`config.mk`:
```
export PLATFORM = sky130hd
export DESIGN_NAME = inst_fetch_flat
export DESIGN_NICKNAME = d
export VERILOG_FILES = /design/src/rtl/inst_fetch_pkg.sv /design/src/rtl/inst_fetch_if.sv /design/src/rtl/inst_fetch.sv /design/src/flat_wrapper.sv
export SDC_FILE = /design/constraint.sdc
export NUM_CORES = 1
export LEC_CHECK = 0
export BUFFER_PORTS_ARGS = -buffer_cell sky130_fd_sc_hd__buf_2
export CORE_ASPECT_RATIO = 0.5
export CORE_MARGIN = 2
export CORE_UTILIZATION = 43
export CTS_CLUSTER_DIAMETER = 200
export DETAILED_ROUTE_END_ITERATION = 7
export GPL_ROUTABILITY_DRIVEN = 0
export PLACE_DENSITY = 0.73
export SLEW_MARGIN = 20
export SYNTH_ARGS = -nofsm -noshare
export SYNTH_HDL_FRONTEND = slang
export SYNTH_SLANG_ARGS = --single-unit
```
`constraint.sdc`:
```
create_clock -name clk -period 4.7 [get_ports clk]
set_clock_uncertainty 0.15 [all_clocks]
set_input_delay 0.235 -clock clk [delete_from_list [all_inputs] [get_ports clk]]
set_output_delay 0.235 -clock clk [all_outputs]
set_load 0.03 [all_outputs]
```
`src/rtl/inst_fetch_pkg.sv`:
```
// Shared fetch-stage definitions: PC constants, state encoding, NOP word and hold-buffer layout.
package inst_fetch_pkg;

    localparam int unsigned XLEN = 32;

    localparam logic [XLEN-1:0] RESET_PC = 32'h0000_0000;
    localparam logic [XLEN-1:0] PC_STEP  = 32'd4;
    localparam logic [XLEN-1:0] NOP_WORD = 32'h0000_0000;

    typedef enum logic [1:0] {
        ST_IDLE  = 2'd0,
        ST_REQ   = 2'd1,
        ST_HOLD  = 2'd2,
        ST_DRAIN = 2'd3
    } fetch_state_e;

    typedef struct packed {
        logic [XLEN-1:0] inst;
        logic [XLEN-1:0] pc;
    } hold_t;

    function automatic logic [XLEN-1:0] word_align(input logic [XLEN-1:0] addr);
        return addr & ~XLEN'(3);
    endfunction

endpackage

```
`src/rtl/inst_fetch_if.sv`:
```
// Fetch-stage bundle: controller inputs, instruction-memory handshake and IF/ID outputs.
interface inst_fetch_if;
    import inst_fetch_pkg::*;

    logic            if_en;
    logic            id_flush;
    logic            redirect_en;
    logic [XLEN-1:0] redirect_addr;
    logic            imem_req;
    logic [XLEN-1:0] imem_addr;
    logic            imem_ack;
    logic [XLEN-1:0] imem_data;
    logic            if_valid;
    logic [XLEN-1:0] inst_id;
    logic [XLEN-1:0] pc_id;
    logic [XLEN-1:0] pc_next_id;

    modport master (
        input  if_en, id_flush, redirect_en, redirect_addr, imem_ack, imem_data,
        output imem_req, imem_addr, if_valid, inst_id, pc_id, pc_next_id
    );

    modport slave (
        output if_en, id_flush, redirect_en, redirect_addr, imem_ack, imem_data,
        input  imem_req, imem_addr, if_valid, inst_id, pc_id, pc_next_id
    );

endinterface

```
`src/rtl/inst_fetch.sv`:
```
// Instruction fetch stage: PC sequencing, single-entry hold buffer, redirect draining, IF/ID register.
module inst_fetch
    import inst_fetch_pkg::*;
(
    input  logic        clk,
    input  logic        rst,
    inst_fetch_if.master bus
);

    fetch_state_e    state;
    logic [XLEN-1:0] pc;
    hold_t           hold;

    logic            deliver;
    logic [XLEN-1:0] deliver_inst;
    logic [XLEN-1:0] deliver_pc;
    logic [XLEN-1:0] redirect_pc;

    assign redirect_pc = word_align(bus.redirect_addr);

    // An instruction reaches IF/ID only when nothing redirects and decode can accept it.
    always_comb begin
        deliver      = 1'b0;
        deliver_inst = bus.imem_data;
        deliver_pc   = pc;
        if (!bus.redirect_en && bus.if_en) begin
            if (state == ST_REQ && bus.imem_ack) begin
                deliver = 1'b1;
            end else if (state == ST_HOLD) begin
                deliver      = 1'b1;
                deliver_inst = hold.inst;
                deliver_pc   = hold.pc;
            end
        end
    end

    always_ff @(posedge clk) begin
        if (rst) begin
            state          <= ST_IDLE;
            pc             <= RESET_PC;
            hold           <= '0;
            bus.imem_req   <= 1'b0;
            bus.imem_addr  <= RESET_PC;
            bus.if_valid   <= 1'b0;
            bus.inst_id    <= NOP_WORD;
            bus.pc_id      <= '0;
            bus.pc_next_id <= '0;
        end else begin
            if (deliver) begin
                bus.if_valid   <= !bus.id_flush;
                bus.inst_id    <= deliver_inst;
                bus.pc_id      <= deliver_pc;
                bus.pc_next_id <= deliver_pc + PC_STEP;
            end else if (bus.if_en) begin
                bus.if_valid <= 1'b0;
                bus.inst_id  <= NOP_WORD;
            end else if (bus.id_flush) begin
                bus.if_valid <= 1'b0;
            end

            // imem_addr only moves once the outstanding request has been acknowledged.
            case (state)
                ST_IDLE: begin
                    state        <= ST_REQ;
                    bus.imem_req <= 1'b1;
                    if (bus.redirect_en) begin
                        pc            <= redirect_pc;
                        bus.imem_addr <= redirect_pc;
                    end else begin
                        bus.imem_addr <= pc;
                    end
                end
                ST_REQ: begin
                    if (bus.redirect_en) begin
                        pc <= redirect_pc;
                        if (bus.imem_ack) begin
                            bus.imem_addr <= redirect_pc;
                        end else begin
                            state <= ST_DRAIN;
                        end
                    end else if (bus.imem_ack) begin
                        if (bus.if_en) begin
                            pc            <= pc + PC_STEP;
                            bus.imem_addr <= pc + PC_STEP;
                        end else begin
                            hold         <= hold_t'{inst: bus.imem_data, pc: pc};
                            state        <= ST_HOLD;
                            bus.imem_req <= 1'b0;
                        end
                    end
                end
                ST_HOLD: begin
                    if (bus.redirect_en) begin
                        pc            <= redirect_pc;
                        bus.imem_addr <= redirect_pc;
                        hold          <= '0;
                        state         <= ST_REQ;
                        bus.imem_req  <= 1'b1;
                    end else if (bus.if_en) begin
                        pc            <= pc + PC_STEP;
                        bus.imem_addr <= pc + PC_STEP;
                        state         <= ST_REQ;
                        bus.imem_req  <= 1'b1;
                    end
                end
                ST_DRAIN: begin
                    if (bus.redirect_en) begin
                        pc <= redirect_pc;
                    end
                    if (bus.imem_ack) begin
                        state         <= ST_REQ;
                        bus.imem_addr <= bus.redirect_en ? redirect_pc : pc;
                    end
                end
                default: begin
                    state        <= ST_IDLE;
                    bus.imem_req <= 1'b0;
                end
            endcase
        end
    end

endmodule

```
`src/flat_wrapper.sv`:
```
// flat-port wrapper written by rule: the top's interface ports become plain ports
module inst_fetch_flat import inst_fetch_pkg::*;
  (clk, rst, bus_if_en, bus_id_flush, bus_redirect_en, bus_redirect_addr, bus_imem_ack, bus_imem_data, bus_imem_req, bus_imem_addr, bus_if_valid, bus_inst_id, bus_pc_id, bus_pc_next_id);
  inst_fetch_if bus_i ();
  input  logic clk;
  input  logic rst;
  input wire logic [$bits(bus_i.if_en)-1:0] bus_if_en;
  input wire logic [$bits(bus_i.id_flush)-1:0] bus_id_flush;
  input wire logic [$bits(bus_i.redirect_en)-1:0] bus_redirect_en;
  input wire logic [$bits(bus_i.redirect_addr)-1:0] bus_redirect_addr;
  input wire logic [$bits(bus_i.imem_ack)-1:0] bus_imem_ack;
  input wire logic [$bits(bus_i.imem_data)-1:0] bus_imem_data;
  output wire logic [$bits(bus_i.imem_req)-1:0] bus_imem_req;
  output wire logic [$bits(bus_i.imem_addr)-1:0] bus_imem_addr;
  output wire logic [$bits(bus_i.if_valid)-1:0] bus_if_valid;
  output wire logic [$bits(bus_i.inst_id)-1:0] bus_inst_id;
  output wire logic [$bits(bus_i.pc_id)-1:0] bus_pc_id;
  output wire logic [$bits(bus_i.pc_next_id)-1:0] bus_pc_next_id;
  assign bus_i.if_en = bus_if_en;
  assign bus_i.id_flush = bus_id_flush;
  assign bus_i.redirect_en = bus_redirect_en;
  assign bus_i.redirect_addr = bus_redirect_addr;
  assign bus_i.imem_ack = bus_imem_ack;
  assign bus_i.imem_data = bus_imem_data;
  assign bus_imem_req = bus_i.imem_req;
  assign bus_imem_addr = bus_i.imem_addr;
  assign bus_if_valid = bus_i.if_valid;
  assign bus_inst_id = bus_i.inst_id;
  assign bus_pc_id = bus_i.pc_id;
  assign bus_pc_next_id = bus_i.pc_next_id;
  inst_fetch u_core (.clk(clk), .rst(rst), .bus(bus_i));
endmodule
```
### Yosys cells after proc, flatten, opt, wreduce, memory -nomap -nowiden

Index checks and enable logic that the tools add are counted.

* register bits: 228
* bits in latches: 0
* RAM bits: 0
* ROM bits: 0
* input bits: 70
* output and inout bits: 130
* word-level logic and storage cells: 84
* memories: 0

* add/sub/neg operators: 2
* multiply operators: 0
* div/mod/pow operators: 0
* order comparisons: 0
* equality and inequality tests: 12
* shifts and indexed selects: 0
* mux-type cells: 46
* bitwise logic cells: 0
* reduce and logical (&&, ||, !) cells: 14

Operators with widths (count)
* $mux 32: 19
* $mux 64: 4
* $pmux 32 s4: 1
* $pmux 64 s2: 1
* $pmux 32 s3: 1
* $add 32x3->32 const B: 2
* $reduce_and 5->1: 3
* $mux 2: 7
* $ne 3x3->1 const B: 4
* $mux 1: 11
* $ne 2x2->1 const B: 5
* $pmux 2 s4: 1
* $reduce_bool 3->1: 2
* $eq 2x2->1 const B: 2
* $reduce_bool 2->1: 2
* $pmux 1 s3: 1
* $eq 2x1->1 const B: 1
* $logic_and 1x1->1: 2
* $logic_not 1->1: 2
* $logic_not 2->1: 1
* $reduce_and 2->1: 1
* $reduce_or 2->1: 1

### Longest topological paths before layout

Gate-level depths: netlist of run 1.

* depth in word-level cells: 5
* gate-level depth with buffers: 16
* mapped depth without buffers: 13

### Worst setup path after synthesis of run 1

Ideal clock, no wire load.

* kind: reg2reg
* from: register u_core.state[1]
* to: register u_core.bus.pc_next_id[18]
* setup time: 0.076 ns
* arrival time: 2.993 ns
* data required time: 4.474 ns
* path slack: 1.481 ns
* cell stages (with the launch flop): 17
* buffers on the path: 3
* period minus slack after synthesis: 3.219 ns
* cells stage by stage: dfxtp_1 > inv_1 > ha_1 > buf_2 > nand2_1 > nand3_1 > buf_2 > clkbuf_1 > mux2i_1 > inv_1 > ha_1 > inv_1 > nor2_1 > a32oi_1 > nor2_1 > xor2_1 > o22ai_1

* longest elaborated chain between the ends: 5
* elaborated cells on any way between the ends: 10
* classes of those cells: add/sub (1); eq/ne (2); mux (6); reduce/logical (1)

RTL lines
* from (decl): RTL line inst_fetch.sv:10 `fetch_state_e state;`
* from (signal assigned): RTL line inst_fetch.sv:39 `state <= ST_IDLE;`
* from (signal assigned): RTL line inst_fetch.sv:64 `state <= ST_REQ;`
* from (signal assigned): RTL line inst_fetch.sv:79 `state <= ST_DRAIN;`
* $eq 2x2->1 / $eq 2x1->1 (equally long branches): RTL line inst_fetch.sv:29, inst_fetch.sv:27
* $mux 32 / $logic_and 1x1->1 (equally long branches): RTL line inst_fetch.sv:29, inst_fetch.sv:27
* $mux 32 (*): RTL line inst_fetch.sv:27 `if (state == ST_REQ && bus.imem_ack) begin`
* $mux 32 (*): RTL line inst_fetch.sv:26 `if (!bus.redirect_en && bus.if_en) begin`
* named net u_core.deliver_pc[2]: RTL line inst_fetch.sv:16 `logic [XLEN-1:0] deliver_pc;`
* $add 32x3->32 (*): RTL line inst_fetch.sv:53 `bus.pc_next_id <= deliver_pc + PC_STEP;`
* to (signal assigned): RTL line inst_fetch.sv:53
* to (decl): RTL line inst_fetch_if.sv:20 `output imem_req, imem_addr, if_valid, inst_id, pc_id, pc_next_id`

Mark *: on every way through the listed nets, which the timed path passes. The rest lies on a longest branch.
A chain may end at the register's enable or synchronous reset.

### Final worst setup path of run 1

* from: register u_core.state[1]
* to: register u_core.bus.pc_next_id[31]

* longest elaborated chain between the ends: 5
* elaborated cells on any way between the ends: 10
* classes of those cells: add/sub (1); eq/ne (2); mux (6); reduce/logical (1)

RTL lines (RTL line)
* $eq 2x2->1 / $eq 2x1->1 (equally long branches): inst_fetch.sv:29, inst_fetch.sv:27
* $mux 32 / $logic_and 1x1->1 (equally long branches): inst_fetch.sv:29, inst_fetch.sv:27
* $mux 32: inst_fetch.sv:27
* $mux 32: inst_fetch.sv:26
* $add 32x3->32: inst_fetch.sv:53

Parallel ways exist; a longest one is shown, timed or not.

==> out/results.ini, run 1 <==
[status]
status=finished clean

[routing]
avgViaCountPerCell=5.60
wl_per_cell_um=17.1
dr_total_vias=10900
drt-total-wl_mm=33.2
drt-pass1-iter-count=5
postRouteAntennaNets=0
drc=0
first_iter_violations=918

[sta]
maxSlewViolCount=0
whs_ps=21.8
fin_crit_sh_pct=75.0
setup_viol=0
rsz0062_at_grt=false
report.final.hold_viol_count=0
worstMarginPinSlew_ps=1140
max_slew_margin_pct=23.8
max_freq_mhz=284
fin_crit_ps=3530
finalSetupTns_ps=0
setup_ws_ps=1170

[worst_setup_path]
cp-end-kind=flop
critical_path_buf_inv_count=2
critical_path.slowest_cell=ha_1
cp_slowest_stage_delay_ps=440
r2r_cells=8
crit_fanout=32
critPathLaunchType=flop
cp_common_cell=or3_1
cp_top_family=simple AND/OR/NAND/NOR gates
path_cells=ha_1 -> clkinv_1 -> nor3_4 -> buf_4 -> mux2_2 -> or3_1 -> or3_1 -> a32o_1
crit_type=reg -> reg
path_depth=8
cp.required_ps=4960
cp.arrival_ps=3780

[synthesis]
ys.flop_type=dfxtp_1
yosys-top-cells-area=dfxtp_1 41%, a21oi_1 8.2%, nand2_1 6.9%
synth_commonest_cells=226 x dfxtp_1, 202 x nand2_1, 202 x nor2_1
ys_ff_latch=226
synth-seq-area-share_pct=41.3
syn-num-nets=1487
yosysTopAreaCellShare_pct=41.3
synth.avg_cell_area_um2=7.76
synth_enable_flop_cells=0
synth.most_common_cell=dfxtp_1
synthDistinctLibCells=70
ys_warn_count=0
synth_top_area_cell=dfxtp_1
syn_area_um2=10900
synthArstFlopShare_pct=0
syn_inst=1410

[floorplan]
die_x_um=230
die_h_um=117
initial_core_util_pct=43.6
die_area_um2=26800
core-area_um2=25100
ios=200
num_rows=41

[grt]
grt-ovfl-total=0
grt_pass1_wl_mm=51.9
grtUsageTotal_pct=23.6
grt_pass1_vias=9862
grt_max_degree=82
antenna_found_initial=0

[cts]
tritoncts=yes
cts_inserted_buffers=22
clk_path_buf_depth=3
clock_latency_ps=530
root_buffer=clkbuf_16
cts.clk_slew.worst_paths_ps=70
post_cts_resized=0
h-tree-depth=1
cts_hold_buf=63
cts_setup_buffers=0
cts_sinks=226

[placement]
io_buffers=197
dpl_cell_area_um2=12000
hpwl_mm=21.0
dp_worst_setup_slack_ps=1240

[power]
ir_worst_vdd_mv=0.269
p_leak_nw=5.58
finalPower_w=0.00504
power.density_nw_per_um2=373

[hold_path]
holdPathStages=2
hold_path.class=in -> reg

[layout]
insertedDiodeCount=0
nets=1660
syn_to_final_growth_pct=23.3
design_area_um2=13500
drive_gt1_share_pct=17.3
fillers=2340

[flow_run]
maxCapViolations=0

==> cell type report <==
cell class	instances	area, µm²	area share [%]
repair buffers	276	1760	13.0
flip-flops and latches	226	4520	33.5
clock inverters	14	251	1.86
inverters	14	52.6	0.389
well taps	344	430	3.19
multi-input cells	1043	5870	43.5
clock buffers	26	607	4.50
==> power by group <==
part | internal, W | leakage (nW) | switching [W]
sequential | 0.00201 | 1.84 | 0.000101
clock | 0.00131 | 0.422 | 0.000802
combinational | 0.000269 | 3.31 | 0.000546
total | 0.00359 | 5.58 | 0.00145
==> worst reg2reg max path, delay by kind of cell (launching register included) <==
| family | cells | cell delay [ps] |
|---|---|---|
| adders and majority gates | 1 | 440 |
| and+or+nand+nor | 3 | 890 |
| muxes | 1 | 430 |
| buffers and inverters | 2 | 820 |
| DFF | 1 | 430 |
| AOI/OAI and AO/OA | 1 | 240 |
==> metrics by stage <==
stage	utilization [%]	cells
3_3_place_gp	47.9	1840
4_1_cts	53.8	1943
6_report	53.8	1943
5_1_grt	53.8	1943
3_5_place_dp	47.9	1840
2_1_floorplan	-	1410
==> logic make-up (layout without fill, tap and decap cells) <==
kind of cell               count (synthesis)  in the layout  share of synthesized area [%]
adders and majority gates                  7              7                          0.800
xor gates and xnor gates                  58             58                           4.64
buffers and inverters                    141            330                           5.42
muxes                                     35             35                           3.26
AOI/OAI and AO/OA                        324            324                           18.4
DFF                                      226            226                           41.3
and+or+nand+nor                          619            619                           26.2
==> routing by layer <==
metal / up-vias / global-route usage [%] / part of all wire [%]
li1: 5278 / - / -
met1: 5170 / 30.6 / 44
met2: 363 / 40.9 / 48
met3: 66 / 4.05 / 6.0
met4: 0 / 7.27 / 2.6
met5: - / 0 / 0
==> placed cells by master (no fill, tap or decap), types with 8 or more instances in the layout <==
cell             n
dfxtp_1        226
nand2_1        202
nor2_1         200
buf_2          196
a21oi_1        180
and3_1          75
dlygate4sd3_1   63
xnor2_1         42
a211oi_1        41
nand3_1         36
mux2i_1         30
nor3_1          28
clkbuf_16       23
o21ai_0         22
nand4_1         21
xor2_1          16
buf_4           15
nor4_1          12
inv_1           11
nand2b_1         8
o22ai_1          8
==> final timing paths <==
kind | slack [ps] | to | startpoint
max | 1170 | u_core.bus.pc_next_id[31]$_SDFFE_PP0P_ | u_core.state[1]$_SDFFE_PP0P_
min | 20 | u_core.hold[24]$_SDFFE_PP0P_ | rst
max reg2reg | 1170 | u_core.bus.pc_next_id[31]$_SDFFE_PP0P_ | u_core.state[1]$_SDFFE_PP0P_
min reg2reg | 300 | u_core.bus.imem_addr[6]$_SDFFE_PP0P_ | u_core.bus.imem_addr[6]$_SDFFE_PP0P_
==> flip-flops by register name, indices dropped and copies added, names as in the netlist <==
register,flops
u_core.bus.imem_addr,32
u_core.bus.pc_id,32
u_core.pc,32
u_core.bus.pc_next_id,30
u_core.bus.inst_id,32
u_core.hold,64
u_core.bus.imem_req,1
u_core.bus.if_valid,1
u_core.state,2
No activity file was read; power rests on OpenSTA's default activity.
==> run 2, diff against run 1 <==
- clock period: 4.7 -> 3.6 ns (I/O delays scaled with it)
==> out/results.ini, run 2 (synthesis results as in run 1) <==
[status]
status=finished clean

[sta]
max_slew_margin_pct=29.0  ; +5.2 points
rsz0062_at_grt=false
fin_crit_sh_pct=88.2  ; +13 points
maxSlewViolCount=0  ; unchanged
report.final.hold_viol_count=0  ; unchanged
fin_crit_ps=3180  ; -350 ps
max_freq_mhz=315  ; +11%
worstMarginPinSlew_ps=1060  ; -79.7 ps
setup_viol=0  ; unchanged
finalSetupTns_ps=0  ; unchanged

[floorplan]
die_area_um2=26800  ; unchanged
num_rows=41  ; unchanged
die_x_um=230  ; unchanged
ios=200  ; unchanged
core-area_um2=25100  ; unchanged
initial_core_util_pct=43.6  ; unchanged
die_h_um=117  ; unchanged

[layout]
final_common_cell=dfxtp_1
drive_gt1_share_pct=18.2  ; +0.85 points
syn_to_final_growth_pct=23.9
insertedDiodeCount=0  ; unchanged
nets=1685  ; +1.5%
largest_reg_flops=64  ; unchanged
final_cell_mix=226 x dfxtp_1, 202 x nand2_1, 201 x nor2_1
final_core_util_pct=54.1  ; +0.25 points
regMostFlops=u_core.hold

[cts]
cts_setup_buffers=0  ; unchanged
tritoncts=yes
clock_latency_ps=520  ; about the same
post_cts_resized=0  ; unchanged
root_buffer=clkbuf_16
cts_sinks=226  ; unchanged
cts.clk_slew.worst_paths_ps=70  ; about the same
clk_path_buf_depth=3  ; unchanged
h-tree-depth=1  ; unchanged
cts_inserted_buffers=22  ; unchanged

[grt]
grt_pass1_vias=10000  ; +1.7%
grt_pass1_wl_mm=52.6  ; +1.4%
grtUsageTotal_pct=24.0  ; +0.39 points
grt-ovfl-total=0  ; unchanged
antenna_found_initial=0  ; unchanged
grt_max_degree=82  ; unchanged

[worst_setup_path]
critPathLaunchType=flop
crit_type=reg -> reg
cp.required_ps=3910  ; -1050 ps
crit_fanout=15  ; -53%
cp-end-kind=flop
cp.arrival_ps=3490  ; -290 ps

[routing]
first_iter_violations=864  ; -5.9%
avgViaCountPerCell=5.59  ; -0.20%
postRouteAntennaNets=0  ; unchanged
drc=0  ; unchanged
wl_per_cell_um=17.0  ; -0.45%
drt-pass1-iter-count=5  ; unchanged
drt-total-wl_mm=33.4  ; +0.78%
dr_total_vias=11000  ; +1.0%

[power]
power.density_nw_per_um2=459  ; +23%
p_leak_nw=5.63  ; +0.95%
ir_worst_vdd_mv=0.332  ; +23%

[flow_run]
maxCapViolations=0  ; unchanged

[placement]
io_buffers=197  ; unchanged
hpwl_mm=21.6  ; +2.7%

[hold_path]
hold_path.class=in -> reg

run 2: cell type report:
type                            instances  area (µm²)
Timing Repair Buffer                  301        1950
Tap cell                              344         430
Inverter                               14        52.6
Clock inverter                          6        71.3
Clock buffer                           33         663
Multi-Input combinational cell       1043        5870
Fill cell                            2343       11500
Sequential cell                       226        4520
run 2: worst paths after layout:
check                                        start                                endpoint  slack, ps  cells past startpoint
min                                   bus_imem_ack   u_core.bus.imem_addr[26]$_SDFFE_PP0P_        110                      4
max reg2reg           u_core.state[0]$_SDFFE_PP0P_  u_core.bus.pc_next_id[24]$_SDFFE_PP0P_        420                      9
min reg2reg  u_core.bus.pc_next_id[4]$_SDFFE_PP0P_   u_core.bus.pc_next_id[4]$_SDFFE_PP0P_        300                      2
max                   u_core.state[0]$_SDFFE_PP0P_  u_core.bus.pc_next_id[24]$_SDFFE_PP0P_        420                      9
run 2: metal layers:
layer / GRT usage (%) / part of all wire, % / up-vias
met4: 8.23 / 2.9 / 0
met2: 40.5 / 47 / 380
met3: 4.22 / 6.1 / 74
met1: 31.6 / 44 / 5210
li1: - / - / 5325
met5: 0 / 0 / -
run 2: per-stage QoR:
step / setup WS [ps] / instances / power, W / hold slack (ps) / cell area [µm²]
6_report: 425 / 1967 / 0.00622 / 114 / 13600
5_1_grt: 193 / 1967 / 0.00649 / 121 / 13600
4_1_cts: 440 / 1967 / 0.00626 / 64.9 / 13600
3_5_place_dp: 462 / 1864 / 0.00384 / 203 / 12200
3_3_place_gp: 506 / 1864 / 0.00383 / 198 / 12200
2_1_floorplan: 381 / 1410 / 0.00349 / 109 / 10900
run 2: worst max-delay path: stages, from the launching register on:
cell,delay (ps)
dfxtp_1,340
inv_1,110
ha_1,400
clkinv_1,380
nor3_4,330
buf_4,280
mux2_2,250
nand4_2,220
or4_1,580
nand3_1,80
run 2: timing repair:
item / CTS / global route
hold buffers: 64 / 0
endpoints found under the hold margin: 149 / 0
setup endpoints to repair: 0 / 0
run 2: report_power, final:
| group | total [W] | switching (W) | internal (W) |
|---|---|---|---|
| Sequential | 0.00275 | 0.000118 | 0.00263 |
| Clock | 0.00237 | 0.00102 | 0.00135 |
| Combinational | 0.00111 | 0.000729 | 0.000376 |
| Total | 0.00622 | 0.00186 | 0.00436 |
